$ cat src/rtl/ccff_prog_ctrl_if.sv
// rtl/ccff_prog_ctrl_if.sv - bitstream word stream between word source and programming controller
// Signals:
//   word_data  : bitstream word, MSB is shifted into the chain first
//   word_valid : source has a word on word_data
//   word_ready : controller takes the word in this cycle
// Modports: master = word source, slave = ccff_prog_ctrl.
interface ccff_prog_ctrl_if #(
  parameter int WORD_WIDTH = 32
);
  logic [WORD_WIDTH-1:0] word_data;
  logic                  word_valid;
  logic                  word_ready;

  modport master (
    output word_data,
    output word_valid,
    input  word_ready
  );

  modport slave (
    input  word_data,
    input  word_valid,
    output word_ready
  );
endinterface

$ cat src/rtl/ccff_prog_ctrl.sv
// rtl/ccff_prog_ctrl.sv - configuration-chain programming controller with marker self-test
// Serialises bitstream words MSB-first onto ccff_head and gates the fabric prog clock
// through fabric_prog_en, or pushes a single '1' marker through the chain and checks
// that it comes back on ccff_tail after exactly BITSTREAM_SIZE shifts.
// Ports:
//   prog_clk, pReset     : clock (rising edge) and asynchronous active-low reset
//   start, test_mode     : start pulse, mode sampled with start (1 = self-test)
//   abort                : return to IDLE on the next edge
//   src                  : word stream (slave side)
//   ccff_head, ccff_tail : serial data into / out of the chain
//   fabric_prog_en       : prog clock enable, registered together with ccff_head
//   busy, done, error    : status
//   bit_count            : bits shifted since the last start (saturating)
module ccff_prog_ctrl #(
  parameter int BITSTREAM_SIZE = 29696,
  parameter int WORD_WIDTH     = 32,
  parameter int CNT_WIDTH      = 16
) (
  input  logic                 prog_clk,
  input  logic                 pReset,
  input  logic                 start,
  input  logic                 test_mode,
  input  logic                 abort,
  ccff_prog_ctrl_if.slave      src,
  output logic                 ccff_head,
  input  logic                 ccff_tail,
  output logic                 fabric_prog_en,
  output logic                 busy,
  output logic                 done,
  output logic                 error,
  output logic [CNT_WIDTH-1:0] bit_count
);

  localparam int WB_W = $clog2(WORD_WIDTH + 1);

  localparam logic [CNT_WIDTH-1:0] N_BITS    = CNT_WIDTH'(BITSTREAM_SIZE);
  localparam logic [CNT_WIDTH-1:0] N_PLUS1   = CNT_WIDTH'(BITSTREAM_SIZE + 1);
  localparam logic [CNT_WIDTH-1:0] N_PLUS2   = CNT_WIDTH'(BITSTREAM_SIZE + 2);
  localparam logic [CNT_WIDTH-1:0] CNT_MAX   = CNT_WIDTH'(BITSTREAM_SIZE + 3);
  localparam logic [CNT_WIDTH-1:0] CNT_ONE   = CNT_WIDTH'(1);
  localparam logic [CNT_WIDTH-1:0] WORD_BITS = CNT_WIDTH'(WORD_WIDTH);
  localparam logic [WB_W-1:0]      WB_ONE    = WB_W'(1);

  typedef enum logic [2:0] {
    ST_IDLE,
    ST_LOAD,
    ST_SHIFT,
    ST_TEST,
    ST_DONE,
    ST_FAIL
  } state_t;

  state_t                 state_q, state_d;
  logic [WORD_WIDTH-1:0]  shift_q, shift_d;
  logic [WB_W-1:0]        wbits_q, wbits_d;   // bits of the current word still to present
  logic [CNT_WIDTH-1:0]   cnt_q, cnt_d, cnt_inc, take_base;
  logic                   head_q, head_d;
  logic                   en_q, en_d;
  logic                   done_q, done_d;
  logic                   error_q, error_d;
  logic                   ready;
  logic                   take;

  // Number of bits to use from a word when done_bits have already been shifted;
  // the final word is truncated so the chain receives exactly BITSTREAM_SIZE bits.
  function automatic logic [WB_W-1:0] word_len(input logic [CNT_WIDTH-1:0] done_bits);
    logic [CNT_WIDTH-1:0] left;
    left = N_BITS - done_bits;
    if (left >= WORD_BITS) return WB_W'(WORD_WIDTH);
    else                   return WB_W'(left);
  endfunction

  always_ff @(posedge prog_clk or negedge pReset) begin
    if (!pReset) begin
      state_q <= ST_IDLE;
      shift_q <= '0;
      wbits_q <= '0;
      cnt_q   <= '0;
      head_q  <= 1'b0;
      en_q    <= 1'b0;
      done_q  <= 1'b0;
      error_q <= 1'b0;
    end else begin
      state_q <= state_d;
      shift_q <= shift_d;
      wbits_q <= wbits_d;
      cnt_q   <= cnt_d;
      head_q  <= head_d;
      en_q    <= en_d;
      done_q  <= done_d;
      error_q <= error_d;
    end
  end

  always_comb begin
    state_d   = state_q;
    shift_d   = shift_q;
    wbits_d   = wbits_q;
    cnt_d     = cnt_q;
    head_d    = 1'b0;
    en_d      = 1'b0;
    done_d    = done_q;
    error_d   = error_q;
    ready     = 1'b0;
    take_base = cnt_q;
    cnt_inc   = (cnt_q >= CNT_MAX) ? CNT_MAX : cnt_q + CNT_ONE;

    if (abort) begin
      state_d = ST_IDLE;
      done_d  = 1'b0;
    end else begin
      unique case (state_q)
        ST_IDLE, ST_DONE, ST_FAIL: begin
          if (start) begin
            cnt_d   = '0;
            done_d  = 1'b0;
            error_d = 1'b0;
            if (test_mode) begin
              // Shift cycle 0 of the self-test is the cycle right after start.
              state_d = ST_TEST;
              head_d  = 1'b1;
              en_d    = 1'b1;
            end else begin
              state_d = ST_LOAD;
            end
          end
        end

        ST_LOAD: begin
          ready = 1'b1;
        end

        ST_SHIFT: begin
          cnt_d = cnt_inc;
          if (wbits_q == WB_ONE) begin
            if (cnt_inc >= N_BITS) begin
              state_d = ST_DONE;
              done_d  = 1'b1;
            end else begin
              // Last bit of the word: a waiting word continues the stream with no bubble.
              ready     = 1'b1;
              take_base = cnt_inc;
              if (!src.word_valid) state_d = ST_LOAD;
            end
          end else begin
            head_d  = shift_q[WORD_WIDTH-1];
            shift_d = {shift_q[WORD_WIDTH-2:0], 1'b0};
            wbits_d = wbits_q - WB_ONE;
            en_d    = 1'b1;
          end
        end

        ST_TEST: begin
          cnt_d = cnt_inc;
          en_d  = 1'b1;
          // The marker must be seen exactly at cycle N and nowhere in the two following cycles.
          if ((cnt_q == N_BITS && !ccff_tail) ||
              ((cnt_q == N_PLUS1 || cnt_q == N_PLUS2) && ccff_tail)) begin
            state_d = ST_FAIL;
            error_d = 1'b1;
            en_d    = 1'b0;
          end else if (cnt_q == N_PLUS2) begin
            state_d = ST_DONE;
            done_d  = 1'b1;
            en_d    = 1'b0;
          end
        end

        default: state_d = ST_IDLE;
      endcase
    end

    take = ready && src.word_valid;
    if (take) begin
      state_d = ST_SHIFT;
      head_d  = src.word_data[WORD_WIDTH-1];
      shift_d = {src.word_data[WORD_WIDTH-2:0], 1'b0};
      wbits_d = word_len(take_base);
      en_d    = 1'b1;
    end
  end

  assign src.word_ready   = ready;
  assign ccff_head        = head_q;
  assign fabric_prog_en   = en_q;
  assign busy             = (state_q == ST_LOAD) || (state_q == ST_SHIFT) || (state_q == ST_TEST);
  assign done             = done_q;
  assign error            = error_q;
  assign bit_count        = cnt_q;

endmodule

$ cat src/flat_wrapper.sv
// flat-port wrapper written by rule: the top's interface ports become plain ports
module ccff_prog_ctrl_flat 
#(
  parameter int BITSTREAM_SIZE = 29696,
  parameter int WORD_WIDTH     = 32,
  parameter int CNT_WIDTH      = 16
)
  (prog_clk, pReset, start, test_mode, abort, ccff_head, ccff_tail, fabric_prog_en, busy, done, error, bit_count, src_word_data, src_word_valid, src_word_ready);
  ccff_prog_ctrl_if #(.WORD_WIDTH(WORD_WIDTH)) src_i ();
  input  logic prog_clk;
  input  logic pReset;
  input  logic start;
  input  logic test_mode;
  input  logic abort;
  output logic ccff_head;
  input  logic ccff_tail;
  output logic fabric_prog_en;
  output logic busy;
  output logic done;
  output logic error;
  output logic [CNT_WIDTH-1:0] bit_count;
  input wire logic [$bits(src_i.word_data)-1:0] src_word_data;
  input wire logic [$bits(src_i.word_valid)-1:0] src_word_valid;
  output wire logic [$bits(src_i.word_ready)-1:0] src_word_ready;
  assign src_i.word_data = src_word_data;
  assign src_i.word_valid = src_word_valid;
  assign src_word_ready = src_i.word_ready;
  ccff_prog_ctrl #(.BITSTREAM_SIZE(BITSTREAM_SIZE), .WORD_WIDTH(WORD_WIDTH), .CNT_WIDTH(CNT_WIDTH)) u_core (.prog_clk(prog_clk), .pReset(pReset), .start(start), .test_mode(test_mode), .abort(abort), .src(src_i), .ccff_head(ccff_head), .ccff_tail(ccff_tail), .fabric_prog_en(fabric_prog_en), .busy(busy), .done(done), .error(error), .bit_count(bit_count));
endmodule
$ cat config.mk
export PLATFORM = sky130hd
export DESIGN_NAME = ccff_prog_ctrl_flat
export DESIGN_NICKNAME = d
export VERILOG_FILES = /design/src/rtl/ccff_prog_ctrl_if.sv /design/src/rtl/ccff_prog_ctrl.sv /design/src/flat_wrapper.sv
export SDC_FILE = /design/constraint.sdc
export NUM_CORES = 1
export LEC_CHECK = 0
export CAP_MARGIN = 20
export CORE_MARGIN = 2
export CORE_UTILIZATION = 25
export DETAILED_ROUTE_END_ITERATION = 16
export HOLD_SLACK_MARGIN = 0.03
export SYNTH_ARGS = -nofsm -noshare
export SYNTH_HDL_FRONTEND = slang
export SYNTH_SLANG_ARGS = --single-unit
$ cat constraint.sdc
create_clock -name prog_clk -period 4.85 [get_ports prog_clk]
set_input_delay 1.2125 -clock prog_clk [delete_from_list [all_inputs] [get_ports prog_clk]]
set_output_delay 1.2125 -clock prog_clk [all_outputs]
set_load 0.01 [all_outputs]
==> metrics.txt, run 1 <==
status finished clean; hold path depth 2; clock latency on the worst-skew pair 350 ps; I/O pins 61; clk sinks 60; largest net degree at the start of global routing 39; Post-CTS Setup Repair Bufs 0; routed via count 4133; max incr delay on CP 560 ps; placed cells 776; most common cell after layout, fill and taps aside nand2_1; post-synthesis cell count 517; final setup vio count 0; Post-Syn Nets 564; worst ir drop on vdd 170 µV; IO Port Bufs 60; CP most frequent cell clkdlybuf4s50_1; Final Max Slew Viols 0; Root Buffer clkbuf_16; Cell Count, Final, Fillers Out 792; worst slew pin tran 877 ps; power density over the cells 423 mW/mm²; gr usage total 0.154; Final min period 4450 ps; Critical Path End Type primary output; post-CTS resize count 0; slowest CP cell clkdlybuf4s50_1; synthesized flop and latch total 60; global placer's final weighted congestion 0.906; leakage 2.22 nW; share of the synthesized area in the top cell type 0.358; Nets 614; worst-path maximum fanout 6; post-route cell area 0.00533 mm²; top_reg_cell synth dfrtp_1; initial antenna violation count 0; vias in the first global route 4218; Detailed Route Iter0 Violations 320; Pre-antenna DRT Iters 4; Setup TNS Final 0 ps; RSZ-0062 raised after global routing no; TritonCTS Buffers 9; Max-Cap Viols 0; H-tree levels 3; Routed Antenna Nets 0; dpl cell area 0.00503 mm²; Worst-path clk slew 50 ps; die width 134 µm; EDFF count, synth 0; leading cell types in the layout, fill and taps excluded nand2_1, dfrtp_1, clkdlybuf4s50_1; Initial Util 0.254; reg2reg path depth 13; final worst slack 402 ps; top cells by area, synth dfrtp_1, nand2_1, a22oi_1; hold_ws 475 ps; layout cells sized above 1 0.0962; CP Class in2out; Hold WC Path Type reg2reg; Routed Wire Length 13300 µm; Final Hold Viols 0; Clock Skew 9.87 ps; post-detailed-route wirelength per cell 16.7 µm; Synth area leader dfrtp_1; fin crit share 0.917; Yosys Warn Count 0; mapped cell area 0.00420 mm²; DRC 0; delay-heaviest family, CP simple AND/OR/NAND/NOR gates; relative slew slack 0.415; Place WS 287 ps; global-route wire length before repair 21800 µm; Critical Path Stages 6; total gr overflow 0; register area share after synthesis 0.358; Area growth syn-to-layout 27.0%; Post-CTS Hold Fix Bufs 0; fmax 225 MHz; Max clock buf depth 2; hpwl dp 9500 µm; WP data required 3640 ps; # diodes 0; Core Box Area 0.0165 mm²; Post-synth ARST share 1.00; die area 0.0178 mm²; Distinct cells, synth 69; worst-path cell chain clkdlybuf4s50_1 > nor3b_1 > nand4_1 > nor2_2 > or2_1 > clkdlybuf4s50_1; Setup crit start kind primary input; Worst Path Buf+Inv 2; CP arrival 3240 ps; # rows 47; syn avg cell area 8.12 µm²; vias per cell 5.22; chip height 134 µm; TritonCTS clock tree built
## routing by layer
layer	global-route usage	vias to the layer above	share of wire	routed length, µm
met1	0.193	2005	0.44	5870
met4	0.0887	0	0.026	341
met3	0.0301	23	0.058	769
met5	0	-	0	0
li1	-	1992	-	-
met2	0.247	113	0.47	6280
## path summary, 6_finish.rpt
kind,slack [ps],end,startpoint
setup / recovery,400,src_word_ready,abort
hold / removal,470,u_core.shift_q[25]$_DFFE_PN0P_,u_core.shift_q[25]$_DFFE_PN0P_
setup reg to reg,760,u_core.wbits_q[5]$_DFFE_PN0P_,u_core.bit_count[2]$_DFFE_PN0P_
max in group asynchronous,3000,u_core.shift_q[28]$_DFFE_PN0P_,pReset
hold reg to reg,470,u_core.shift_q[25]$_DFFE_PN0P_,u_core.shift_q[25]$_DFFE_PN0P_
min in group asynchronous,990,u_core.bit_count[2]$_DFFE_PN0P_,pReset
## power breakdown
part	total (mW)	internal (mW)	switching [mW]
logic	0.839	0.343	0.495
registers	0.757	0.650	0.107
clock network	0.662	0.400	0.262
## per-stage QoR
step / power [mW] / util
final: 2.26 / 0.323
after CTS: 2.28 / 0.323
after floorplan: 1.32 / -
after global placement: 1.57 / 0.304
after detailed placement: 1.60 / 0.304
after global routing: 2.43 / 0.323
## synth_stat cells (6+ instances only)
cell type,count
nand2_1,96
dfrtp_1,60
nor2_1,40
o21ai_0,37
a22oi_1,34
clkbuf_1,23
a21oi_1,19
nor3_1,17
nand3_1,12
xnor2_1,12
inv_1,11
o31ai_1,9
ha_1,8
buf_2,7
nand4_1,7
o22ai_1,7
xor2_1,7
a31oi_1,6
and3_1,6
nand2b_1,6
## kinds of logic after synthesis
family,Yosys count,share of synthesized area
XOR/XNOR,19,0.0396
multiplexers,5,0.0125
buffers and inverters,47,0.0468
adder cells (fa/ha/maj),8,0.0238
AO/OA/AOI/OAI,153,0.255
AND/OR/NAND/NOR,225,0.265
flip-flops,60,0.358
## area by class of cell
type                            count  area, µm²
Fill cell                        1741      11200
Multi-Input combinational cell    410       2500
Sequential cell                    60       1500
Timing Repair Buffer               75        708
Tap cell                          220        275
Clock buffer                        9        225
Clock inverter                      7       76.3
Inverter                           11       41.3
## state kept, by name (all words and copies together), names as in the netlist
register	count
u_core.error	1
u_core.shift_q	31
u_core.done	1
u_core.wbits_q	6
u_core.fabric_prog_en	1
u_core.state_q	3
u_core.bit_count	16
u_core.ccff_head	1
## worst min-delay path: stages (launching register included)
cell and delay [ps]:
dfrtp_1 330, nand2_1 50, nand2_1 60
No activity file was read; power rests on OpenSTA's default activity.
==> inputs of run 2 (changes only) <==
- PLACE_DENSITY_LB_ADDON: default -> 0.25
- SLEW_MARGIN: default -> 30
==> run 2 against run 1 <==
Net effect: routed wire length is essentially flat; via count up 0.58%; critical path depth up 1; global-route usage shrank 0.21 points; combinational power about the same; die area stayed put; sequential share of layout area rose by 0.25 points; count of clock-buffer cells in the layout rose by 1; cell count shrank 0.25%; first-iteration DRC count up 2.8%; clock skew decreased by 0.83 ps; fmax up 1.7%; largest cell class unchanged; largest power group unchanged.
==> metrics.txt, run 2 (synthesis results as in run 1) <==
status finished clean; DRC 0; Hold WC Path Type reg2reg; Flop pwr share 0.349; Final min period 4370 ps; clk sinks 60; largest net degree at the start of global routing 39; WP data required 3640 ps; placed cells 775; gr usage total 0.152; Sw Share 0.386; vias per cell 5.26; Post-CTS Hold Fix Bufs 0; Area growth syn-to-layout 25.9%; power density over the cells 410 mW/mm²; CP Class reg2out; dpl cell area 0.00502 mm²; most common cell after layout, fill and taps aside nand2_1; total gr overflow 0; Pre-antenna DRT Iters 5; fin crit share 0.901; global placer's final weighted congestion 0.938; IO Port Bufs 60; leakage 2.20 nW; TritonCTS clock tree built; Post-CTS Setup Repair Bufs 0; post-route cell area 0.00529 mm²; crit path from u_core.bit_count[2]$_DFFE_PN0P_; FF-to-FF Start u_core.bit_count[2]$_DFFE_PN0P_; relative slew slack 0.483; Initial Util 0.254; Setup TNS Final 0 ps; # rows 47; post-CTS resize count 0; Root Buffer clkbuf_16; RSZ-0062 raised after global routing no; leading cell types in the layout, fill and taps excluded nand2_1, dfrtp_1, clkdlybuf4s50_1; Clock Skew 9.04 ps; Critical Path End Type primary output; Final Hold Viols 0; vias in the first global route 4011; hpwl dp 9490 µm; Detailed Route Iter0 Violations 329; # diodes 0; initial antenna violation count 0; I/O pins 61; clock latency on the worst-skew pair 340 ps; Core Box Area 0.0165 mm²; chip height 134 µm; Worst-path clk slew 50 ps; max reg flops 31; Setup crit start kind register; H-tree levels 3; die area 0.0178 mm²; Max-Cap Viols 0; post-detailed-route wirelength per cell 16.8 µm; worst-path maximum fanout 18; Final Core Density 0.320; Pint 1.33 mW; Max clock buf depth 2; Routed Antenna Nets 0; routed via count 4157; worst hold start u_core.shift_q[22]$_DFFE_PN0P_; Cell Count, Final, Fillers Out 790; global-route wire length before repair 21400 µm; Psw 0.837 mW; TritonCTS Buffers 9; Routed Wire Length 13300 µm; final setup vio count 0; Final Max Slew Viols 0; Comb pwr share 0.388; worst ir drop on vdd 166 µV; worst slew pin tran 770 ps; layout cells sized above 1 0.0912; fmax 229 MHz; Nets 613; Biggest register u_core.shift_q; CP arrival 3160 ps; die width 134 µm; clock power share 0.262
## run 2: cell types whose count changed in the layout (fill, tap and decap cells not counted)
| cell | change |
|---|---|
| clkbuf_1 | +1 |
| clkinv_4 | -2 |
| clkinv_2 | +2 |
| buf_2 | -1 |
| inv_6 | -1 |
| bufinv_16 | -1 |
## run 2: path summary, 6_finish.rpt
path	end	slack, ps	depth (start not counted)
worst max-delay path	src_word_ready	480	7
worst min-delay path	u_core.shift_q[22]$_DFFE_PN0P_	470	2
worst max register to register	u_core.wbits_q[5]$_DFFE_PN0P_	720	12
worst min register to register	u_core.shift_q[22]$_DFFE_PN0P_	470	2
max in group asynchronous	u_core.bit_count[3]$_DFFE_PN0P_	3260	2
min in group asynchronous	u_core.shift_q[17]$_DFFE_PN0P_	850	1
## run 2: area by class of cell
| type | count | area, µm² |
|---|---|---|
| Fill cell | 1733 | 11200 |
| Multi-Input combinational cell | 410 | 2500 |
| Sequential cell | 60 | 1500 |
| Timing Repair Buffer | 74 | 703 |
| Tap cell | 220 | 275 |
| Clock buffer | 10 | 229 |
| Inverter | 11 | 41.3 |
| Clock inverter | 5 | 30.0 |
## run 2: worst max-delay path, stage by stage, from the launching register on
cell	delay (ps)
dfrtp_1	740
nand3_4	260
o31ai_1	420
o311ai_2	200
a32oi_1	410
nor2_2	60
or2_1	250
clkdlybuf4s50_1	480
## run 2: power by group through the flow
stage	clock (mW)	sequential [mW]	combinational, mW
final	0.569	0.758	0.842
after detailed placement	0	0.763	0.844
after floorplan	0	0.736	0.582
after global placement	0	0.761	0.829
after CTS	0.588	0.757	0.847
after global routing	0.611	0.779	0.948
## run 2: stage by stage
step           total power [mW]  hold WS, ps  setup WS, ps
2_1_floorplan              1.32          446           691
3_3_place_gp               1.59          459           389
3_5_place_dp               1.61          464           328
4_1_cts                    2.19          477           464
5_1_grt                    2.34          489           237
6_report                   2.17          470           478
## run 2: layer usage
layer  global-route usage  share of wire
met3               0.0346          0.073
met2                0.233           0.46
met5                    0              0
met1                0.203           0.44
met4               0.0686          0.022
==> inputs of run 3 (changes only) <==
- ABC_CLOCK_PERIOD_IN_PS: default -> 4850
==> results of run 3 <==
No change in the layout: final DEF, timing and power equal those of run 2.
